**config.mk**
```make
export PLATFORM = sky130hd
export DESIGN_NAME = id_ex_wb_stage
export DESIGN_NICKNAME = d
export VERILOG_FILES = /design/src/rtl/pipe_isa_pkg.sv /design/src/rtl/pipe_reg_file.sv /design/src/rtl/id_ex_wb_stage.sv
export SDC_FILE = /design/constraint.sdc
export NUM_CORES = 1
export LEC_CHECK = 0
export ABC_AREA = 1
export CORE_UTILIZATION = 35
export CTS_BUF_LIST = sky130_fd_sc_hd__clkbuf_4
export CTS_CLUSTER_DIAMETER = 100
export DETAILED_ROUTE_END_ITERATION = 12
export PLACE_DENSITY_LB_ADDON = 0.3
export SYNTH_ARGS = -nofsm -noshare
export SYNTH_HDL_FRONTEND = slang
export SYNTH_SLANG_ARGS = --single-unit
export TNS_END_PERCENT = 5
```
**constraint.sdc**
```tcl
create_clock -name Clk -period 3.2 [get_ports Clk]
set_input_delay 0.64 -clock Clk [delete_from_list [all_inputs] [get_ports Clk]]
set_output_delay 0.64 -clock Clk [all_outputs]
set_load 0.02 [all_outputs]
```
**src/rtl/pipe_isa_pkg.sv**
```systemverilog
// ISA constants for the 8-bit pipelined core: opcodes and instruction field slices.
package pipe_isa_pkg;

    localparam logic [1:0] OP_MOV = 2'b00;
    localparam logic [1:0] OP_ADD = 2'b01;
    localparam logic [1:0] OP_SUB = 2'b10;
    localparam logic [1:0] OP_AND = 2'b11;

    localparam int OP_HI = 7;
    localparam int OP_LO = 6;
    localparam int RD_HI = 5;
    localparam int RD_LO = 3;
    localparam int RS_HI = 2;
    localparam int RS_LO = 0;

endpackage

```
**src/rtl/pipe_reg_file.sv**
```systemverilog
// NREG x DATA_W register file: two combinational read ports, a debug read port,
// one synchronous write port, asynchronous active-high reset.
module pipe_reg_file #(
    parameter int DATA_W = 8,
    parameter int NREG   = 8,
    parameter int REG_AW = 3
) (
    input  logic              Clk,
    input  logic              Reset,
    input  logic              We,
    input  logic [REG_AW-1:0] Waddr,
    input  logic [DATA_W-1:0] Wdata,
    input  logic [REG_AW-1:0] Raddr_a,
    output logic [DATA_W-1:0] Rdata_a,
    input  logic [REG_AW-1:0] Raddr_b,
    output logic [DATA_W-1:0] Rdata_b,
    input  logic [REG_AW-1:0] Dbg_Addr,
    output logic [DATA_W-1:0] Dbg_Data
);

    logic [DATA_W-1:0] regs_r [NREG];

    // Register storage; reset wins over any pending write on the same edge.
    always_ff @(posedge Clk or posedge Reset) begin
        if (Reset) begin
            for (int i = 0; i < NREG; i++) begin
                regs_r[i] <= {DATA_W{1'b0}};
            end
        end else if (We) begin
            regs_r[Waddr] <= Wdata;
        end
    end

    assign Rdata_a  = regs_r[Raddr_a];
    assign Rdata_b  = regs_r[Raddr_b];
    assign Dbg_Data = regs_r[Dbg_Addr];

endmodule

```
**src/rtl/id_ex_wb_stage.sv**
```systemverilog
// Decode, operand select, ALU, EX/WB register, flags and writeback of the 8-bit core.
// Optional EX/WB->ID operand forwarding is enabled by defining IDEX_FORWARD_EN.
module id_ex_wb_stage
    import pipe_isa_pkg::*;
#(
    parameter int DATA_W = 8,
    parameter int NREG   = 8,
    parameter int REG_AW = 3
) (
    input  logic              Clk,
    input  logic              Reset,
    input  logic              IF_ID_RegWrite,
    input  logic              IF_ID_ALUSrc,
    input  logic [7:0]        IF_ID_Instruction_Code,
    input  logic [DATA_W-1:0] IF_ID_Imm_Data,
    output logic              WB_RegWrite,
    output logic [REG_AW-1:0] WB_Rd,
    output logic [DATA_W-1:0] WB_Result,
    output logic              Zero_Flag,
    output logic              Carry_Flag,
    input  logic [REG_AW-1:0] Dbg_Addr,
    output logic [DATA_W-1:0] Dbg_Data
);

    logic [1:0]        op_s;
    logic [REG_AW-1:0] rd_s;
    logic [REG_AW-1:0] rs_s;
    logic [DATA_W-1:0] rd_rf_s;
    logic [DATA_W-1:0] rs_rf_s;
    logic [DATA_W-1:0] rd_op_s;
    logic [DATA_W-1:0] rs_op_s;
    logic [DATA_W-1:0] src_s;
    logic [DATA_W:0]   sum_s;
    logic [DATA_W:0]   diff_s;
    logic [DATA_W-1:0] alu_res_s;
    logic              alu_carry_s;

    logic              wb_reg_write_r;
    logic [REG_AW-1:0] wb_rd_r;
    logic [DATA_W-1:0] wb_result_r;
    logic              zero_r;
    logic              carry_r;

    assign op_s = IF_ID_Instruction_Code[OP_HI:OP_LO];
    assign rd_s = IF_ID_Instruction_Code[RD_HI:RD_LO];
    assign rs_s = IF_ID_Instruction_Code[RS_HI:RS_LO];

    pipe_reg_file #(
        .DATA_W (DATA_W),
        .NREG   (NREG),
        .REG_AW (REG_AW)
    ) u_reg_file (
        .Clk      (Clk),
        .Reset    (Reset),
        .We       (wb_reg_write_r),
        .Waddr    (wb_rd_r),
        .Wdata    (wb_result_r),
        .Raddr_a  (rd_s),
        .Rdata_a  (rd_rf_s),
        .Raddr_b  (rs_s),
        .Rdata_b  (rs_rf_s),
        .Dbg_Addr (Dbg_Addr),
        .Dbg_Data (Dbg_Data)
    );

`ifdef IDEX_FORWARD_EN
    // Operand forwarding from the EX/WB register when it targets a source register.
    always_comb begin
        rd_op_s = rd_rf_s;
        rs_op_s = rs_rf_s;
        if (wb_reg_write_r && (wb_rd_r == rd_s) && (op_s != OP_MOV)) begin
            rd_op_s = wb_result_r;
        end else begin
            rd_op_s = rd_rf_s;
        end
        if (wb_reg_write_r && (wb_rd_r == rs_s) && !IF_ID_ALUSrc) begin
            rs_op_s = wb_result_r;
        end else begin
            rs_op_s = rs_rf_s;
        end
    end
`else
    assign rd_op_s = rd_rf_s;
    assign rs_op_s = rs_rf_s;
`endif

    assign src_s  = IF_ID_ALUSrc ? IF_ID_Imm_Data : rs_op_s;
    assign sum_s  = {1'b0, rd_op_s} + {1'b0, src_s};
    assign diff_s = {1'b0, rd_op_s} - {1'b0, src_s};

    // ALU; the borrow of the widened subtraction equals rd < src (unsigned).
    always_comb begin
        alu_res_s   = src_s;
        alu_carry_s = 1'b0;
        case (op_s)
            OP_MOV: begin
                alu_res_s   = src_s;
                alu_carry_s = 1'b0;
            end
            OP_ADD: begin
                alu_res_s   = sum_s[DATA_W-1:0];
                alu_carry_s = sum_s[DATA_W];
            end
            OP_SUB: begin
                alu_res_s   = diff_s[DATA_W-1:0];
                alu_carry_s = diff_s[DATA_W];
            end
            OP_AND: begin
                alu_res_s   = rd_op_s & src_s;
                alu_carry_s = 1'b0;
            end
            default: begin
                alu_res_s   = src_s;
                alu_carry_s = 1'b0;
            end
        endcase
    end

    // EX/WB register; rd and result are captured even for NOPs.
    always_ff @(posedge Clk or posedge Reset) begin
        if (Reset) begin
            wb_reg_write_r <= 1'b0;
            wb_rd_r        <= {REG_AW{1'b0}};
            wb_result_r    <= {DATA_W{1'b0}};
        end else begin
            wb_reg_write_r <= IF_ID_RegWrite;
            wb_rd_r        <= rd_s;
            wb_result_r    <= alu_res_s;
        end
    end

    // Flags register; only writing instructions update it.
    always_ff @(posedge Clk or posedge Reset) begin
        if (Reset) begin
            zero_r  <= 1'b0;
            carry_r <= 1'b0;
        end else if (IF_ID_RegWrite) begin
            zero_r  <= (alu_res_s == {DATA_W{1'b0}});
            carry_r <= alu_carry_s;
        end
    end

    assign WB_RegWrite = wb_reg_write_r;
    assign WB_Rd       = wb_rd_r;
    assign WB_Result   = wb_result_r;
    assign Zero_Flag   = zero_r;
    assign Carry_Flag  = carry_r;

endmodule

```
==> flow_summary_export.csv, run 1 <==
group,metric,value,unit
synthesis,seq_area_frac_synth,35.67,%
timing,slew_violations,0,
cts,clk_pin_slew,0.12,ns
setup_path,endpoint_kind,"register",
timing,finalHoldViolations,0,
setup_path,r2r_slack,0.42,ns
floorplan,initial_core_util,35.87,%
cts,cts-root-buf,"clkbuf_4",
floorplan,rows,45,
setup_path,cp-endpoint,"Zero_Flag",
setup_path,cp_max_fo,16,
power_and_ir_drop,p_leak,0.003396,µW
timing,tightestPinTransition,1.144,ns
hold_path,min_from,"u_reg_file.regs_r[55]",
place,place_congestion,0.9180,
layout,design_area,6997,µm²
timing,fin_crit_sh,98.24,%
setup_path,critPathKind,"in2reg",
power_and_ir_drop,vdd_drop_max,0.2941,mV
floorplan,die_area,16140,µm²
timing,skew,0.01273,ns
setup_path,critPathLaunchType,"primary input",
routing,viasPerCell,5.177,
synthesis,synth_cell_type_count,41,
floorplan,io_pins,45,
timing,final-setup-viol-count,0,
power_and_ir_drop,power_per_cell_area,512.3,nW/µm²
routing,drtPass1Iterations,5,
global_routing,grt.overflow.total,0,
layout,stdcell_count,1117,
layout,drive_above_1_share,17.46,%
hold_path,min_path_type,"reg2reg",
floorplan,coreArea,15260,µm²
cts,htree_levels,3,
cts,cts_inserted_buffers,9,
floorplan,die_width,127.0,µm
global_routing,grt_pass1_vias,5350,
routing,drtIter0Drc,541,
global_routing,grt_max_degree,50,
routing,antenna_left,0,
cts,clk_path_buf_depth,2,
synthesis,yosysWarnings,0,
cts,tritoncts,"done",
place,place_inst,1102,
setup_path,critical_path.startpoint,"IF_ID_Instruction_Code[1]",
hold_path,min_path_cells,2,
floorplan,die_h,127.0,µm
setup_path,r2r-end,"Zero_Flag",
setup_path,required,3.60,ns
routing,drc,0,
setup_path,cp.arrival,3.54,ns
timing,post-route-min-period,3.144,ns
timing,max_slew_margin,23.29,%
setup_path,reg2reg_from,"u_reg_file.regs_r[17]",
layout,area_delta_synth_final,27.85,%
global_routing,grt.total_usage,23.30,%
global_routing,antenna_found_initial,1,
timing,grt_setup_unrepaired,"true",
synthesis,syn-instance-count,783,
global_routing,grt_pass1_wl,28770,µm
layout,postLayoutCoreUtil,45.85,%
place,dp_hpwl,13730,µm
setup_path,r2r_cells,22,
timing,fmax,318.1,MHz
synthesis,syn-num-nets,826,
synthesis,synth.avg_cell_area,6.989,µm²
cts,insertion_delay,0.44,ns
place,placed_cell_area,6840,µm²
synthesis,syn_area,5473,µm²
routing,routed_wl,18180,µm
routing,wl_per_cell,16.28,µm
layout,nets,945,
run,cap_violations,0,
cts,hold_buffers,0,
routing,vias,5783,
outcome,status,"finished, final reports clean",
cts,cts_sinks,78,
synthesis,synth_seq_cells,78,
place,port_buffers,44,
-- where the power goes --
part / internal, µW / switching, µW
Combinational: 694 / 925
Clock: 164 / 339
Sequential: 1230 / 230
Total: 2090 / 1490
-- state kept, by name, summed over array words and instances (netlist names) --
register and flops:
WB_RegWrite 1, Carry_Flag 1, WB_Result 8, WB_Rd 3, Zero_Flag 1, u_reg_file.regs_r 64
-- cells by family (layout without fill, tap and decap cells) --
kind of cell | Yosys count | count (layout) | synth area share, %
buf+inv | 134 | 256 | 10.40
flops | 78 | 78 | 35.67
fa+ha+maj | 20 | 20 | 4.847
compound gates | 267 | 267 | 26.75
simple gates | 283 | 283 | 22.18
other cells | 0 | 1 | 0
xor+xnor | 1 | 1 | 0.1601
-- stage by stage --
stage / setup slack (ns) / power [µW] / TNS, ns / hold slack [ns]
finish: 0.05639 / 3584 / 0 / 0.4983
floorplan: 0.03973 / 2353 / 0 / 0.4530
global placement: -0.4892 / 3043 / -2.902 / 0.4669
global route: -0.1477 / 3849 / -0.3260 / 0.5223
CTS: -0.09708 / 3559 / -0.09708 / 0.4999
detailed placement: -0.5426 / 3061 / -3.122 / 0.4738
-- routing by layer --
layer	GRT usage, %	vias to the layer above	wire (µm)
met5	0	-	0
li1	-	2854	-
met1	33.12	2699	8756
met4	8.894	0	506
met3	2.722	36	949
met2	36.30	194	7971
-- cells in the final DEF (no fill, tap or decap), types with 7 or more instances in the layout --
cell / Yosys / routed
a31oi_1: 11 / 11
inv_1: 90 / 87
o21ai_1: 8 / 10
nand3_1: 42 / 39
buf_4: 3 / 93
a21oi_1: 69 / 66
clkdlybuf4s50_1: 0 / 34
nor2_1: 42 / 41
clkbuf_4: 0 / 11
o211ai_1: 17 / 17
o21ai_0: 142 / 139
buf_12: 0 / 8
ha_1: 18 / 17
dfrtp_1: 78 / 78
nand2_2: 6 / 7
nand2_1: 176 / 175
-- worst min path at each step --
stage	to	slack, ns
5_1_grt	u_reg_file.regs_r[53]	0.52
6_report	u_reg_file.regs_r[55]	0.50
2_1_floorplan	u_reg_file.regs_r[12]	0.45
3_3_place_gp	u_reg_file.regs_r[35]	0.47
4_1_cts	u_reg_file.regs_r[49]	0.50
3_5_place_dp	u_reg_file.regs_r[55]	0.47
-- synthesized netlist by cell type, drive strengths merged --
master	count	area share, %
nand2	184	13
o22ai	2	0.23
ha	18	4.1
clkbuf	23	1.6
nand3	46	4.7
nand3b	3	0.41
o211ai	18	2.6
nand4	5	0.69
o221ai	2	0.43
buf	15	2.1
o21bai	1	0.14
o21a	3	0.41
a21boi	2	0.27
or2	2	0.23
a211oi	1	0.14
nor3	1	0.091
clkinv	2	0.14
a31oi	11	1.3
nor2	42	2.9
fa	2	0.73
a221oi	2	0.32
a21oi	72	6.8
inv	94	6.5
xor2	1	0.16
dfrtp	78	36
o21ai	153	14
-- area by class of cell --
cell class / count / area, µm²
inverters: 96 / 366.6
clock buffers: 11 / 82.58
well taps: 211 / 264.0
fillers: 1590 / 8262
flip-flops and latches: 78 / 1952
clock inverters: 3 / 13.76
multi-input cells: 571 / 3010
repair buffers: 146 / 1305
diodes: 1 / 2.502
-- what timing repair did --
action	CTS	global route
setup buffers	0	0
cloned	0	0
endpoints found under the setup margin	8	8
resized for setup	7	21
-- critical path, stage by stage --
cell             delay, ns
clkdlybuf4s50_1       0.45
buf_12                0.17
a21oi_1               0.10
o21ai_0               0.08
nand3_1               0.09
nand3_1               0.14
o21ai_2               0.15
inv_1                 0.12
ha_1                  0.29
inv_1                 0.05
o21bai_1              0.13
a21oi_1               0.10
nor2_1                0.23
nor2_1                0.07
nand2_1               0.06
nand3b_1              0.09
o21ai_2               0.08
nand2_1               0.06
nor2_1                0.10
nand2_1               0.07
a21oi_2               0.12
nand3_1               0.08
nand2_1               0.06
No activity file was read; power rests on OpenSTA's default activity.
==> inputs of run 2 (changes only) <==
--- a/config.mk
+++ b/config.mk
@@ -6,7 +6,7 @@
 export NUM_CORES = 1
 export LEC_CHECK = 0
 export ABC_AREA = 1
-export CORE_UTILIZATION = 35
+export CORE_UTILIZATION = 61
 export CTS_BUF_LIST = sky130_fd_sc_hd__clkbuf_4
 export CTS_CLUSTER_DIAMETER = 100
 export DETAILED_ROUTE_END_ITERATION = 12
==> run 2 against run 1 <==
Against the previous run:
- worst hold slack improved by 0.0057 ns
- worst setup slack got worse by 0.093 ns
- clock power increased by 34%
- via count increased by 7.5%
- non-clock buffer count decreased by 14
- the flow now finishes with violations (setup timing)
- highest routed layer unchanged
- sequential power about the same
- cell count decreased by 10%
- utilization increased by 32 points
- routed wire length increased by 2.6%
==> flow_summary_export.csv, run 2 (synthesis results as in run 1) <==
group,metric,value,unit
outcome,status,"finished, violations left",
outcome,violations,"setup timing",
timing,fmax,308.9,MHz
routing,drtPass1Iterations,6,
layout,layout_commonest_cell,"nand2_1",
setup_path,critPathKind,"in2out",
routing,routed_wl,18650,µm
power_and_ir_drop,power_per_cell_area,555.1,nW/µm²
floorplan,coreArea,8721,µm²
cts,cts_sinks,78,
routing,antenna_left,0,
place,place_inst,983,
place,place_congestion,0.9920,
setup_path,r2r-end,"Zero_Flag",
setup_path,cp_max_fo,25,
global_routing,grt_pass1_wl,29530,µm
power_and_ir_drop,p_leak,0.003352,µW
cts,insertion_delay,0.48,ns
layout,layout_common_cells,"nand2_1 (175), o21ai_0 (141), inv_1 (89), dfrtp_1 (78), buf_4 (77)",
cts,tritoncts,"done",
setup_path,critPathLaunchType,"primary input",
setup_path,required,2.56,ns
floorplan,die_width,96.72,µm
place,port_buffers,44,
floorplan,io_pins,45,
timing,finalHoldViolations,0,
hold_path,min_path_cells,2,
global_routing,grt_max_degree,47,
floorplan,rows,34,
setup_path,r2r_cells,21,
cts,clk_pin_slew,0.15,ns
run,cap_violations,0,
floorplan,initial_core_util,62.75,%
setup_path,critical_path.startpoint,"Dbg_Addr[0]",
setup_path,reg2reg_from,"u_reg_file.regs_r[56]",
floorplan,die_h,96.72,µm
global_routing,grt.total_usage,40.42,%
setup_path,cp-endpoint,"Dbg_Data[3]",
layout,postLayoutCoreUtil,77.86,%
layout,antennaDiodeCount,0,
floorplan,die_area,9355,µm²
timing,finalWorstSetupSlack,-0.03703,ns
setup_path,r2r_slack,0.30,ns
cts,cts_inserted_buffers,9,
timing,tightestPinTransition,0.8501,ns
place,dp_hpwl,13660,µm
global_routing,antenna_found_initial,0,
routing,drtIter0Drc,699,
setup_path,endpoint_kind,"output pin",
hold_path,min_path_type,"reg2reg",
routing,drc,0,
layout,area_delta_synth_final,24.07,%
timing,slew_violations,0,
cts,cts-root-buf,"clkbuf_4",
layout,drive_above_1_share,15.57,%
timing,fin_crit_sh,101.2,%
cts,hold_buffers,0,
timing,final-setup-viol-count,1,
layout,nets,931,
global_routing,grt.overflow.total,0,
routing,viasPerCell,6.208,
layout,largest-register,"u_reg_file.regs_r",
power_and_ir_drop,vdd_drop_max,0.3402,mV
timing,post-route-min-period,3.237,ns
layout,num-fill-cells,665,
global_routing,grt_pass1_vias,5705,
timing,grt_setup_unrepaired,"false",
layout,stdcell_count,1001,
setup_path,cp.arrival,2.60,ns
cts,htree_levels,3,
cts,clk_path_buf_depth,2,
layout,largest_reg_flops,64,
timing,skew,0.01684,ns
routing,wl_per_cell,18.63,µm
timing,max_slew_margin,43.17,%
routing,vias,6214,
==> run 2: changes by cell type in the layout (fill, tap and decap cells not counted), moves of 3 or more <==
| cell | previous run | this run |
|---|---|---|
| buf_4 | 93 | 77 |
| inv_6 | 1 | 6 |
| nand3_1 | 39 | 42 |
| nand3_2 | 6 | 3 |
==> run 2: repair_timing <==
item	4_1_cts	5_1_grt
setup buffers	0	1
resized for setup	9	11
gates cloned	0	1
pin swaps	0	1
endpoints found under the setup margin	10	6
==> run 2: area by class of cell <==
cell class	count	area [µm²]	area share, %
Multi-Input combinational cell	571	2967	43.69
Sequential cell	78	1952	28.75
Timing Repair Buffer	132	1224	18.02
Inverter	96	366.6	5.399
Tap cell	108	135.1	1.990
Clock inverter	7	78.83	1.161
Clock buffer	9	67.56	0.9950
==> run 2: worst min-delay path by stage <==
stage	start	end	slack, ns
floorplan	u_reg_file.regs_r[12]	u_reg_file.regs_r[12]	0.45
global placement	u_reg_file.regs_r[14]	u_reg_file.regs_r[14]	0.47
detailed placement	u_reg_file.regs_r[39]	u_reg_file.regs_r[39]	0.48
CTS	u_reg_file.regs_r[39]	u_reg_file.regs_r[39]	0.51
global route	u_reg_file.regs_r[52]	u_reg_file.regs_r[52]	0.53
finish	u_reg_file.regs_r[53]	u_reg_file.regs_r[53]	0.50
==> run 2: report_power, final <==
| part | leakage, µW | total [µW] | switching (µW) | internal [µW] |
|---|---|---|---|---|
| clock | 0.0000821 | 673 | 422 | 251 |
| combinational | 0.00229 | 1620 | 953 | 669 |
| sequential | 0.000979 | 1470 | 242 | 1230 |
==> run 2: layer usage <==
| metal | vias up | share of wire (%) | wire (µm) | GRT usage, % |
|---|---|---|---|---|
| met5 | - | 0 | 0 | 0 |
| met4 | 0 | 5.0 | 937 | 18.71 |
| met3 | 92 | 11 | 2003 | 7.659 |
| met2 | 443 | 45 | 8451 | 62.30 |
| met1 | 2845 | 39 | 7258 | 55.22 |
| li1 | 2834 | - | - | - |
==> run 2: stage by stage <==
step                      power [µW]  setup slack [ns]  instance area, µm²  hold WS, ns  setup TNS [ns]
final                           3769          -0.03703                6790       0.5040        -0.03703
after global routing            3982          0.001628                6790       0.5335               0
after CTS                       3703         -0.002658                6739       0.5110       -0.002658
after detailed placement        3053           -0.6303                6599       0.4759          -3.472
after global placement          2985           -0.5562                6599       0.4671          -2.908
after floorplan                 2353           0.03973                5474       0.4530               0
==> run 2: critical path, stage by stage <==
cell and delay [ns]:
clkdlybuf4s50_1 0.57, inv_1 0.11, buf_12 0.17, o21ai_0 0.27
a21oi_1 0.12, a31oi_1 0.33, dlygate4sd2_1 0.39
